`src/rtl/if_fetch_if.sv`:
```
// if_fetch_if: fetch-stage bus (imem request/response, redirect from execute, decode-side queue head); master = fetch stage
interface if_fetch_if;
  logic        imem_req_valid;
  logic        imem_req_ready;
  logic [31:0] imem_addr;
  logic        imem_resp_valid;
  logic [31:0] imem_resp_data;
  logic        redirect_valid;
  logic [31:0] redirect_pc;
  logic        out_valid;
  logic        out_ready;
  logic [31:0] out_pc;
  logic [31:0] out_instr;
  modport master (
    output imem_req_valid, imem_addr, out_valid, out_pc, out_instr,
    input  imem_req_ready, imem_resp_valid, imem_resp_data, redirect_valid, redirect_pc, out_ready
  );
  modport slave (
    input  imem_req_valid, imem_addr, out_valid, out_pc, out_instr,
    output imem_req_ready, imem_resp_valid, imem_resp_data, redirect_valid, redirect_pc, out_ready
  );
endinterface

```
`src/rtl/if_fetch.sv`:
```
// if_fetch: PC + one-outstanding imem fetch + 2-entry {pc,instr} queue to decode; ports clk, rst (sync, high), f (if_fetch_if.master)
module if_fetch #(
  parameter logic [31:0] RESET_PC  = 32'h0000_0000,
  parameter logic [31:0] NOP_INSTR = 32'h0000_0013
) (
  input logic        clk,
  input logic        rst,
  if_fetch_if.master f
);
  typedef enum logic [1:0] {FETCH, WAIT, DROP} state_t;
  state_t      st;
  logic [31:0] pc, req_pc;
  logic [31:0] q_pc [2];
  logic [31:0] q_instr [2];
  logic        hd, tl;
  logic [1:0]  cnt;
  logic        req, push, pop;
  always_comb begin
    req  = !rst && st == FETCH && cnt != 2'd2 && !f.redirect_valid;
    push = st == WAIT && f.imem_resp_valid && !f.redirect_valid;
    pop  = cnt != 2'd0 && f.out_ready && !f.redirect_valid;
  end
  assign f.imem_req_valid = req;
  assign f.imem_addr      = pc;
  assign f.out_valid      = cnt != 2'd0;
  assign f.out_pc         = q_pc[hd];
  assign f.out_instr      = q_instr[hd];
  always_ff @(posedge clk) begin
    if (rst || f.redirect_valid) begin
      cnt <= 2'd0;
      hd  <= 1'b0;
      tl  <= 1'b0;
      for (int i = 0; i < 2; i++) begin
        q_pc[i]    <= 32'h0;
        q_instr[i] <= NOP_INSTR;
      end
    end else begin
      if (push) begin
        q_pc[tl]    <= req_pc;
        q_instr[tl] <= f.imem_resp_data;
        tl          <= ~tl;
      end
      if (pop) hd <= ~hd;
      cnt <= cnt + {1'b0, push} - {1'b0, pop};
    end
    if (rst) begin
      pc     <= RESET_PC;
      req_pc <= 32'h0;
      st     <= FETCH;
    end else if (f.redirect_valid) begin
      pc <= f.redirect_pc & 32'hFFFF_FFFC;
      // a redirect while a response is still owed must swallow that stale response first
      st <= (st != FETCH && !f.imem_resp_valid) ? DROP : FETCH;
    end else if (req && f.imem_req_ready) begin
      req_pc <= pc;
      pc     <= pc + 32'd4;
      st     <= WAIT;
    end else if (st != FETCH && f.imem_resp_valid) begin
      st <= FETCH;
    end
  end
endmodule

```
`src/flat_wrapper.sv`:
```
// flat-port wrapper written by rule: the top's interface ports become plain ports
module if_fetch_flat 
#(
  parameter logic [31:0] RESET_PC  = 32'h0000_0000,
  parameter logic [31:0] NOP_INSTR = 32'h0000_0013
)
  (clk, rst, f_imem_req_valid, f_imem_addr, f_out_valid, f_out_pc, f_out_instr, f_imem_req_ready, f_imem_resp_valid, f_imem_resp_data, f_redirect_valid, f_redirect_pc, f_out_ready);
  if_fetch_if f_i ();
  input logic clk;
  input logic rst;
  output wire logic [$bits(f_i.imem_req_valid)-1:0] f_imem_req_valid;
  output wire logic [$bits(f_i.imem_addr)-1:0] f_imem_addr;
  output wire logic [$bits(f_i.out_valid)-1:0] f_out_valid;
  output wire logic [$bits(f_i.out_pc)-1:0] f_out_pc;
  output wire logic [$bits(f_i.out_instr)-1:0] f_out_instr;
  input wire logic [$bits(f_i.imem_req_ready)-1:0] f_imem_req_ready;
  input wire logic [$bits(f_i.imem_resp_valid)-1:0] f_imem_resp_valid;
  input wire logic [$bits(f_i.imem_resp_data)-1:0] f_imem_resp_data;
  input wire logic [$bits(f_i.redirect_valid)-1:0] f_redirect_valid;
  input wire logic [$bits(f_i.redirect_pc)-1:0] f_redirect_pc;
  input wire logic [$bits(f_i.out_ready)-1:0] f_out_ready;
  assign f_imem_req_valid = f_i.imem_req_valid;
  assign f_imem_addr = f_i.imem_addr;
  assign f_out_valid = f_i.out_valid;
  assign f_out_pc = f_i.out_pc;
  assign f_out_instr = f_i.out_instr;
  assign f_i.imem_req_ready = f_imem_req_ready;
  assign f_i.imem_resp_valid = f_imem_resp_valid;
  assign f_i.imem_resp_data = f_imem_resp_data;
  assign f_i.redirect_valid = f_redirect_valid;
  assign f_i.redirect_pc = f_redirect_pc;
  assign f_i.out_ready = f_out_ready;
  if_fetch #(.RESET_PC(RESET_PC), .NOP_INSTR(NOP_INSTR)) u_core (.clk(clk), .rst(rst), .f(f_i));
endmodule
```
`config.mk`:
```
export PLATFORM = sky130hd
export DESIGN_NAME = if_fetch_flat
export DESIGN_NICKNAME = d
export VERILOG_FILES = /design/src/rtl/if_fetch_if.sv /design/src/rtl/if_fetch.sv /design/src/flat_wrapper.sv
export SDC_FILE = /design/constraint.sdc
export NUM_CORES = 1
export LEC_CHECK = 0
export BUFFER_PORTS_ARGS = -buffer_cell sky130_fd_sc_hd__buf_2
export CAP_MARGIN = 0
export CORE_MARGIN = 2
export CORE_UTILIZATION = 61
export CTS_BUF_LIST = sky130_fd_sc_hd__clkbuf_8
export CTS_CLUSTER_DIAMETER = 200
export CTS_CLUSTER_SIZE = 24
export DETAILED_ROUTE_END_ITERATION = 16
export PLACE_DENSITY = 0.87
export SLEW_MARGIN = 30
export SYNTH_ARGS = -nofsm -noshare
export SYNTH_HDL_FRONTEND = slang
export SYNTH_SLANG_ARGS = --single-unit
```
`constraint.sdc`:
```
create_clock -name clk -period 11.3 [get_ports clk]
set_input_delay 1.13 -clock clk [delete_from_list [all_inputs] [get_ports clk]]
set_output_delay 1.13 -clock clk [all_outputs]
set_load 0.03 [all_outputs]
```
==> impl_metrics.toml, run 1 <==
[worst_setup_path]
worstPathArrival_ps = 2750
cpPeakStageDelay_ps = 660
cp_max_fo = 65
path_delay_family = "simple AND/OR/NAND/NOR gates"
end_kind = "output port"
critPathKind = "input port to output port"
crit_buf_inv = 3
cp.depth = 5
cp_slowest_cell = "nor2_1"
crit_chain = "buf_2 -> buf_4 -> nor2_1 -> and3_1 -> buf_2"
reg2regPathDepth = 5
required_ps = 10170
critPathMostFrequentCell = "buf_2"
cp-start-kind = "input port"

[sta]
final_max_slew_viol_count = 0
slew_headroom = 0.425
hold_violations = 0
finalCriticalPeriod_ps = 3880
fin_ws_ps = 7420
period_share = 0.343
rsz0062_at_grt = "no"
fmax_ghz = 0.258
fin_skew_ps = 10.7
finalSetupViolations = 0
whs_ps = 461
tns_ps = 0
worst_pin_slew_ps = 862

[place]
port_buffers = 161
pre_cts_ws_ps = 7450
place_area_um2 = 9280
dp_cells = 1018
place_hpwl_um = 11800
routabilityCongestion = 0.887

[die]
die_w_um = 121
die-area_um2 = 14600
chipHeight_um = 121
core_area_um2 = 13300
row_count = 42
start_util = 0.628
pin_count = 168

[cells_and_area]
area_growth_syn_to_layout_pct = 15.5
final_cell_mix = "buf_2, edfxtp_1, and2_1"
final_cells = 1050
drive_above_1_share = 0.308
fin_area_um2 = 9650
mostFrequentLayoutCell = "buf_2"
antennaDiodeCount = 0
finish.utilization = 0.726
nets = 934

[clock_network]
cts_resized = 0
clk_pin_slew_ps = 80
clock-sinks = 191
hold_buffers = 0
cts_max_path_buffers = 2
post_cts_buffers = 0
cts-root-buf = "clkbuf_8"
clock_latency_ps = 450
numCtsBuffers = 17
htreeDepth = 4
cts_tree = "yes"

[detailed_routing]
drc_errors = 0
ant_nets = 0
wl_um = 18100
wl_per_cell_um = 17.3
first_iter_violations = 511
routed_via_density = 5.69
dr.pass1.iters = 5
vias = 5977

[run]
maxCapViolCount = 0

[grt]
grt_pass1_vias = 5738
grtUsageTotal = 0.247
grt_max_degree = 66
grt_pass1_wl_um = 27800
grt-ovfl-total = 0
antenna_found_initial = 0

[yosys]
yosys_register_bits = 191
yosysUniqueCellTypes = 41
netlist_instances = 718
synth.top_cell.area_share = 0.446
ys_warn_count = 0
avgSynthCellArea_um2 = 11.6
yosysTopAreaCell = "edfxtp_1"
yosysSeqAreaShare = 0.606
syn_area_um2 = 8350
yosys-top-cells-area = "edfxtp_1, dfxtp_1, and2_1"

[pwr]
p_leak_nw = 3.93
power_mw = 1.33
p_per_area_nw_per_um2 = 137
ir_drop_v = 0.0000669

[min_path]
min_path_type = "flop to flop"
worstHoldPathCells = 2

[outcome]
status = "finished clean"
-- worst paths after layout --
kind / from / slack [ps] / endpoint
hold / removal: u_core.req_pc[7]$_SDFFE_PP0P_ / 460 / u_core.req_pc[7]$_SDFFE_PP0P_
setup / recovery: rst / 7420 / f_imem_req_valid
hold reg to reg: u_core.req_pc[7]$_SDFFE_PP0P_ / 460 / u_core.req_pc[7]$_SDFFE_PP0P_
setup reg to reg: u_core.st[0]$_SDFFE_PP0P_ / 8400 / u_core.f.imem_addr[27]$_SDFFE_PP0P_
-- sequential cells by signal, indices dropped and copies added (netlist names), named ones only --
register            flops
u_core.hd               1
u_core.q_instr         64
u_core.f.imem_addr     30
u_core.st               2
u_core.req_pc          30
u_core.q_pc            60
u_core.cnt              2
u_core.tl               1
-- area by class of cell --
class                           count  area (um2)
Clock buffer                       18         248
Clock inverter                     14         115
Fill cell                         952        3650
Inverter                            6        22.5
Multi-Input combinational cell    477        3120
Sequential cell                   191        5070
Tap cell                          176         220
Timing Repair Buffer              168         858
-- tightest hold or removal path, delay by kind of cell (launching register included) --
kind	cells	cell delay, ps
AO/OA/AOI/OAI	1	50
AND/OR/NAND/NOR	1	50
flip-flops	1	320
-- power breakdown --
part,total (mW),leakage (nW),switching [mW],internal (mW)
logic,0.125,1.81,0.0848,0.0403
clock network,0.412,0.211,0.216,0.196
registers,0.789,1.91,0.0210,0.768
total,1.33,3.93,0.322,1.00
-- cell families after synthesis --
family,synth area share
adders and majority gates,0.00449
AOI/OAI and AO/OA,0.0530
buffers and inverters,0.0258
DFF,0.606
other,0.000449
muxes,0.0849
and+or+nand+nor,0.198
xor gates and xnor gates,0.0273
-- per-layer routing --
layer / vias to the layer above / wire, um / global-route usage
li1: 2802 / - / -
met1: 2878 / 7500 / 0.313
met4: 0 / 330 / 0.0894
met3: 27 / 1540 / 0.0550
met2: 270 / 8750 / 0.416
met5: - / 0 / 0
-- cells in the mapped netlist --
| library cell | count |
|---|---|
| or3_1 | 4 |
| nand4b_1 | 2 |
| conb_1 | 1 |
| a311oi_1 | 4 |
| and3_1 | 7 |
| clkbuf_1 | 41 |
| ha_1 | 3 |
| o22ai_1 | 5 |
| xnor2_1 | 14 |
| a21o_1 | 1 |
| mux2_2 | 63 |
| o31ai_1 | 1 |
| or4b_1 | 2 |
| nor3b_1 | 1 |
| a31oi_1 | 5 |
| or2_4 | 1 |
| o21ai_0 | 5 |
| a21boi_0 | 1 |
| nor4_1 | 3 |
| nand3_1 | 12 |
| nand3_2 | 1 |
| nand4_1 | 15 |
| or4_1 | 2 |
| xor2_1 | 12 |
| buf_1 | 1 |
| nor4b_1 | 3 |
| nor3_1 | 8 |
| buf_4 | 4 |
| a21oi_1 | 37 |
| nand2_1 | 81 |
| nand2b_1 | 8 |
| inv_1 | 6 |
| and4_1 | 2 |
| buf_2 | 1 |
| nor2_1 | 30 |
| edfxtp_1 | 124 |
| a211oi_1 | 15 |
| dfxtp_1 | 67 |
| nand2_2 | 1 |
| and2_1 | 122 |
| or2_2 | 2 |
Power figures use the tool's default switching activity.
==> inputs of run 2 (changes only) <==
- ABC_AREA: default -> 1
- CORE_UTILIZATION: 61 -> 57
- PLACE_DENSITY: 0.87 -> 0.82
- clock period: 11.3 -> 3.71 ns (I/O delays scaled with it)
==> impl_metrics.toml, run 2 <==
[worst_setup_path]
crit_chain = "buf_4 -> mux2_2 -> buf_2"
cp_slowest_cell = "dfxtp_2"
worstPathArrival_ps = 2230
cpPeakStageDelay_ps = 790
r2r-end = "u_core.q_instr[0][12]$_SDFFCE_PN0P_"
ff2ff_setup_slack_ps = 1540
required_ps = 3340
cp-endpoint = "f_out_instr[24]"
critPathKind = "flop to output port"
cp-start-kind = "flop"
cp_max_fo = 30
end_kind = "output port"
r2r_start = "u_core.st[1]$_SDFFE_PP0P_"
reg2regPathDepth = 6

[die]
chipHeight_um = 128
row_count = 45
start_util = 0.579
core_area_um2 = 15100
pin_count = 168
die-area_um2 = 16300
die_w_um = 128

[yosys]
ys_warn_count = 0
yosysMostFrequentCell = "nor2_1"
yosysUniqueCellTypes = 39
syn_area_um2 = 8730
yosysSeqAreaShare = 0.580
yosys_register_bits = 191
synthTopCellsByCount = "nor2_1, inv_1, nand2_1, edfxtp_1, dfxtp_1"
netlist_instances = 915
synth.top_cell.area_share = 0.426
yosysTopAreaCell = "edfxtp_1"
ys.flop_type = "edfxtp_1"
yosys-top-cells-area = "edfxtp_1, dfxtp_1, mux2_2"
synth-async-reset-ratio = 0
avgSynthCellArea_um2 = 9.54
synth-edff-count = 124

[sta]
period_share = 0.700
rsz0062_at_grt = "no"
tns_ps = 0
slew_headroom = 0.528
hold_violations = 0
fmax_ghz = 0.385
worst_pin_slew_ps = 709
finalCriticalPeriod_ps = 2600
finalSetupViolations = 0
fin_skew_ps = 10.8
final_max_slew_viol_count = 0

[detailed_routing]
ant_nets = 0
drc_errors = 0
first_iter_violations = 488
wl_per_cell_um = 14.7
vias = 6611
wl_um = 18600
routed_via_density = 5.23
dr.pass1.iters = 5

[cells_and_area]
top_regs = "u_core.q_instr: 64 flops, u_core.q_pc: 60 flops"
nets = 1137
largest_register_ffs = 64
area_growth_syn_to_layout_pct = 14.8
antennaDiodeCount = 0
fin_area_um2 = 10000
drive_above_1_share = 0.267
largest-register = "u_core.q_instr"
mostFrequentLayoutCell = "nor2_1"
final_cell_mix = "nor2_1, buf_2, inv_1"

[place]
place_hpwl_um = 12600
place_area_um2 = 9640
routabilityCongestion = 0.929
port_buffers = 161

[clock_network]
cts_tree = "yes"
htreeDepth = 4
clk_pin_slew_ps = 90
clock-sinks = 191
numCtsBuffers = 17
cts-root-buf = "clkbuf_8"
cts_resized = 0
clock_latency_ps = 470
hold_buffers = 0
cts_max_path_buffers = 2
post_cts_buffers = 0

[pwr]
power_mw = 4.14
intPower_mw = 3.07
p_per_area_nw_per_um2 = 413
switchingPower_mw = 1.07
power_frac_clock = 0.318
p_sw_frac = 0.258
combPwrFrac = 0.103
p_leak_nw = 4.45
p_seq_frac = 0.579
ir_drop_v = 0.000213

[grt]
grt-ovfl-total = 0
grtUsageTotal = 0.234
grt_pass1_vias = 6084
use_met2 = 0.388
grt_use_met3 = 0.0413
grt_max_degree = 60
grt.busiest_layer = "met2"
grt_util_met1 = 0.313
antenna_found_initial = 0
grt_pass1_wl_um = 29800

[outcome]
status = "finished clean"

[min_path]
min_path_type = "input port to flop"

[run]
maxCapViolCount = 0
run 2: through the flow:
step / worst slack, ps / hold slack [ps] / std cells / util
after floorplan: 712 / 445 / 918 / -
after global placement: 1380 / 455 / 1233 / 0.639
after detailed placement: 1300 / 464 / 1233 / 0.639
after CTS: 1040 / 69.8 / 1265 / 0.664
after global routing: 968 / 79.5 / 1265 / 0.664
final: 1110 / 95.6 / 1265 / 0.664
run 2: routing by layer:
metal	vias to the layer above	wire length [um]
li1	3281	-
met1	3042	8200
met2	258	8840
met3	30	1290
met4	0	312
met5	-	0
run 2: worst min path at each step:
stage	to	start	depth (start not counted)
after detailed placement	flop	u_core.hd$_SDFFE_PP0P_	2
final	u_core.st[1]$_SDFFE_PP0P_	f_imem_resp_valid	2
after CTS	u_core.st[1]$_SDFFE_PP0P_	f_imem_resp_valid	2
after global routing	u_core.st[1]$_SDFFE_PP0P_	f_imem_resp_valid	2
after floorplan	u_core.req_pc[18]$_SDFFE_PP0P_	u_core.req_pc[18]$_SDFFE_PP0P_	2
after global placement	flop	u_core.hd$_SDFFE_PP0P_	2
run 2: cells by family (layout without fill, tap and decap cells):
kind of cell,after synthesis,in the layout,synth area share
other cells,1,4,0.000430
compound gates,100,100,0.0633
simple gates,376,376,0.182
buf+inv,178,337,0.0861
flops,191,191,0.580
xor+xnor,4,4,0.00401
mux,62,62,0.0800
fa+ha+maj,3,3,0.00430
run 2: cell type report:
type | instances | area, um2
Fill cell | 1215 | 5070
Sequential cell | 191 | 5070
Multi-Input combinational cell | 549 | 2930
Timing Repair Buffer | 171 | 906
Inverter | 134 | 503
Tap cell | 188 | 235
Clock buffer | 17 | 234
Clock inverter | 15 | 146
run 2: power groups by stage:
stage	Clock, mW	Combinational (mW)	Sequential [mW]
after CTS	1.33	0.430	2.40
after floorplan	0	0.259	2.47
after global placement	0	0.419	2.44
after detailed placement	0	0.427	2.44
final	1.32	0.427	2.40
after global routing	1.42	0.469	2.41
run 2: worst max-delay path, delay by kind of cell (launching register included):
family                 cells  cell delay, ps
flip-flops                 1             790
buffers and inverters      2             570
multiplexers               1             380
==> inputs of run 3 (changes only) <==
- ABC_AREA: 1 -> 0
- clock period: 3.71 -> 2.6 ns (I/O delays scaled with it)
==> impl_metrics.toml, run 3 (same netlist as run 1, synthesis figures left out) <==
[cells_and_area]
mostFrequentLayoutCell = "buf_2"
final_cell_mix = "buf_2, edfxtp_1, and2_1"
drive_above_1_share = 0.317
nets = 946
top_regs = "u_core.q_instr: 64 flops, u_core.q_pc: 60 flops"
largest-register = "u_core.q_instr"
finish.utilization = 0.685
largest_register_ffs = 64
fin_area_um2 = 9880
area_growth_syn_to_layout_pct = 18.3
antennaDiodeCount = 0
final_cells = 1070

[pwr]
p_leak_nw = 4.03
p_per_area_nw_per_um2 = 618
power_mw = 6.11
ir_drop_v = 0.000353

[worst_setup_path]
cp_max_fo = 7
crit_chain = "nand2_2 -> or2_4 -> or4b_1 -> or4_1 -> a311oi_1"
cp_slowest_cell = "or4b_1"
critPathKind = "flop to flop"
required_ps = 2960
cpPeakStageDelay_ps = 630
ff2ff_setup_slack_ps = 210
end_kind = "flop"
cp-start-kind = "flop"
worstPathArrival_ps = 2750

[sta]
finalSetupViolations = 0
fmax_ghz = 0.419
final_max_slew_viol_count = 0
finalCriticalPeriod_ps = 2390
worst_pin_slew_ps = 600
whs_ps = 73.2
tns_ps = 0
fin_skew_ps = 13.1
slew_headroom = 0.597
hold_violations = 0
rsz0062_at_grt = "no"
fin_ws_ps = 211
period_share = 0.919

[clock_network]
numCtsBuffers = 17
clock_latency_ps = 450
post_cts_buffers = 0
cts_resized = 0
cts_max_path_buffers = 2
cts_tree = "yes"
clock-sinks = 191
htreeDepth = 4
clk_pin_slew_ps = 90
cts-root-buf = "clkbuf_8"

[min_path]
min_path_type = "input port to flop"

[run]
maxCapViolCount = 0

[die]
chipHeight_um = 125
pin_count = 168
core_area_um2 = 14400
start_util = 0.579
row_count = 44
die_w_um = 125
die-area_um2 = 15600

[place]
place_area_um2 = 9430
place_hpwl_um = 12100
routabilityCongestion = 0.901
pre_cts_ws_ps = 254
dp_cells = 1037
port_buffers = 161

[detailed_routing]
wl_um = 18300
ant_nets = 0
drc_errors = 0
dr.pass1.iters = 6
vias = 5870
routed_via_density = 5.49
first_iter_violations = 466
wl_per_cell_um = 17.1

[grt]
grt_pass1_vias = 5647
grtUsageTotal = 0.234
grt-ovfl-total = 0
antenna_found_initial = 0
grt_pass1_wl_um = 29000
grt_max_degree = 63

[outcome]
status = "finished clean"
-- run 3: per-layer routing --
layer,GRT usage,share of wire
met5,0,0
met4,0.0712,0.011
met3,0.0616,0.086
met2,0.373,0.48
met1,0.318,0.42
-- run 3: layout make-up --
type / count / area (um2)
Inverter: 6 / 22.5
Clock buffer: 20 / 275
Tap cell: 184 / 230
Sequential cell: 191 / 5070
Clock inverter: 12 / 168
Fill cell: 1082 / 4540
Multi-Input combinational cell: 477 / 3110
Timing Repair Buffer: 180 / 1010
-- run 3: repair_timing --
| action | 4_1_cts | 5_1_grt |
|---|---|---|
| endpoints found under the setup margin | 0 | 0 |
| hold endpoints to repair | 1 | 0 |
| hold buffers | 1 | 0 |
-- run 3: path summary, 6_finish.rpt --
| path | start | end | cells after the start |
|---|---|---|---|
| worst max-delay path | u_core.f.imem_addr[4]$_SDFFE_PP0P_ | u_core.f.imem_addr[27]$_SDFFE_PP0P_ | 5 |
| worst min register to register | u_core.req_pc[9]$_SDFFE_PP0P_ | u_core.req_pc[9]$_SDFFE_PP0P_ | 2 |
| worst max register to register | u_core.f.imem_addr[4]$_SDFFE_PP0P_ | u_core.f.imem_addr[27]$_SDFFE_PP0P_ | 5 |
| worst min-delay path | f_redirect_pc[13] | u_core.f.imem_addr[13]$_SDFFE_PP0P_ | 3 |
-- run 3: worst max-delay path, delay by kind of cell (launching register included) --
family | cells | cell delay, ps
compound gates | 1 | 260
simple gates | 4 | 1590
flops | 1 | 450
-- run 3: report_power, final --
part / internal, mW / switching, mW / total (mW)
Sequential: 3.34 / 0.0800 / 3.42
Clock: 1.12 / 1.00 / 2.12
Combinational: 0.191 / 0.382 / 0.573
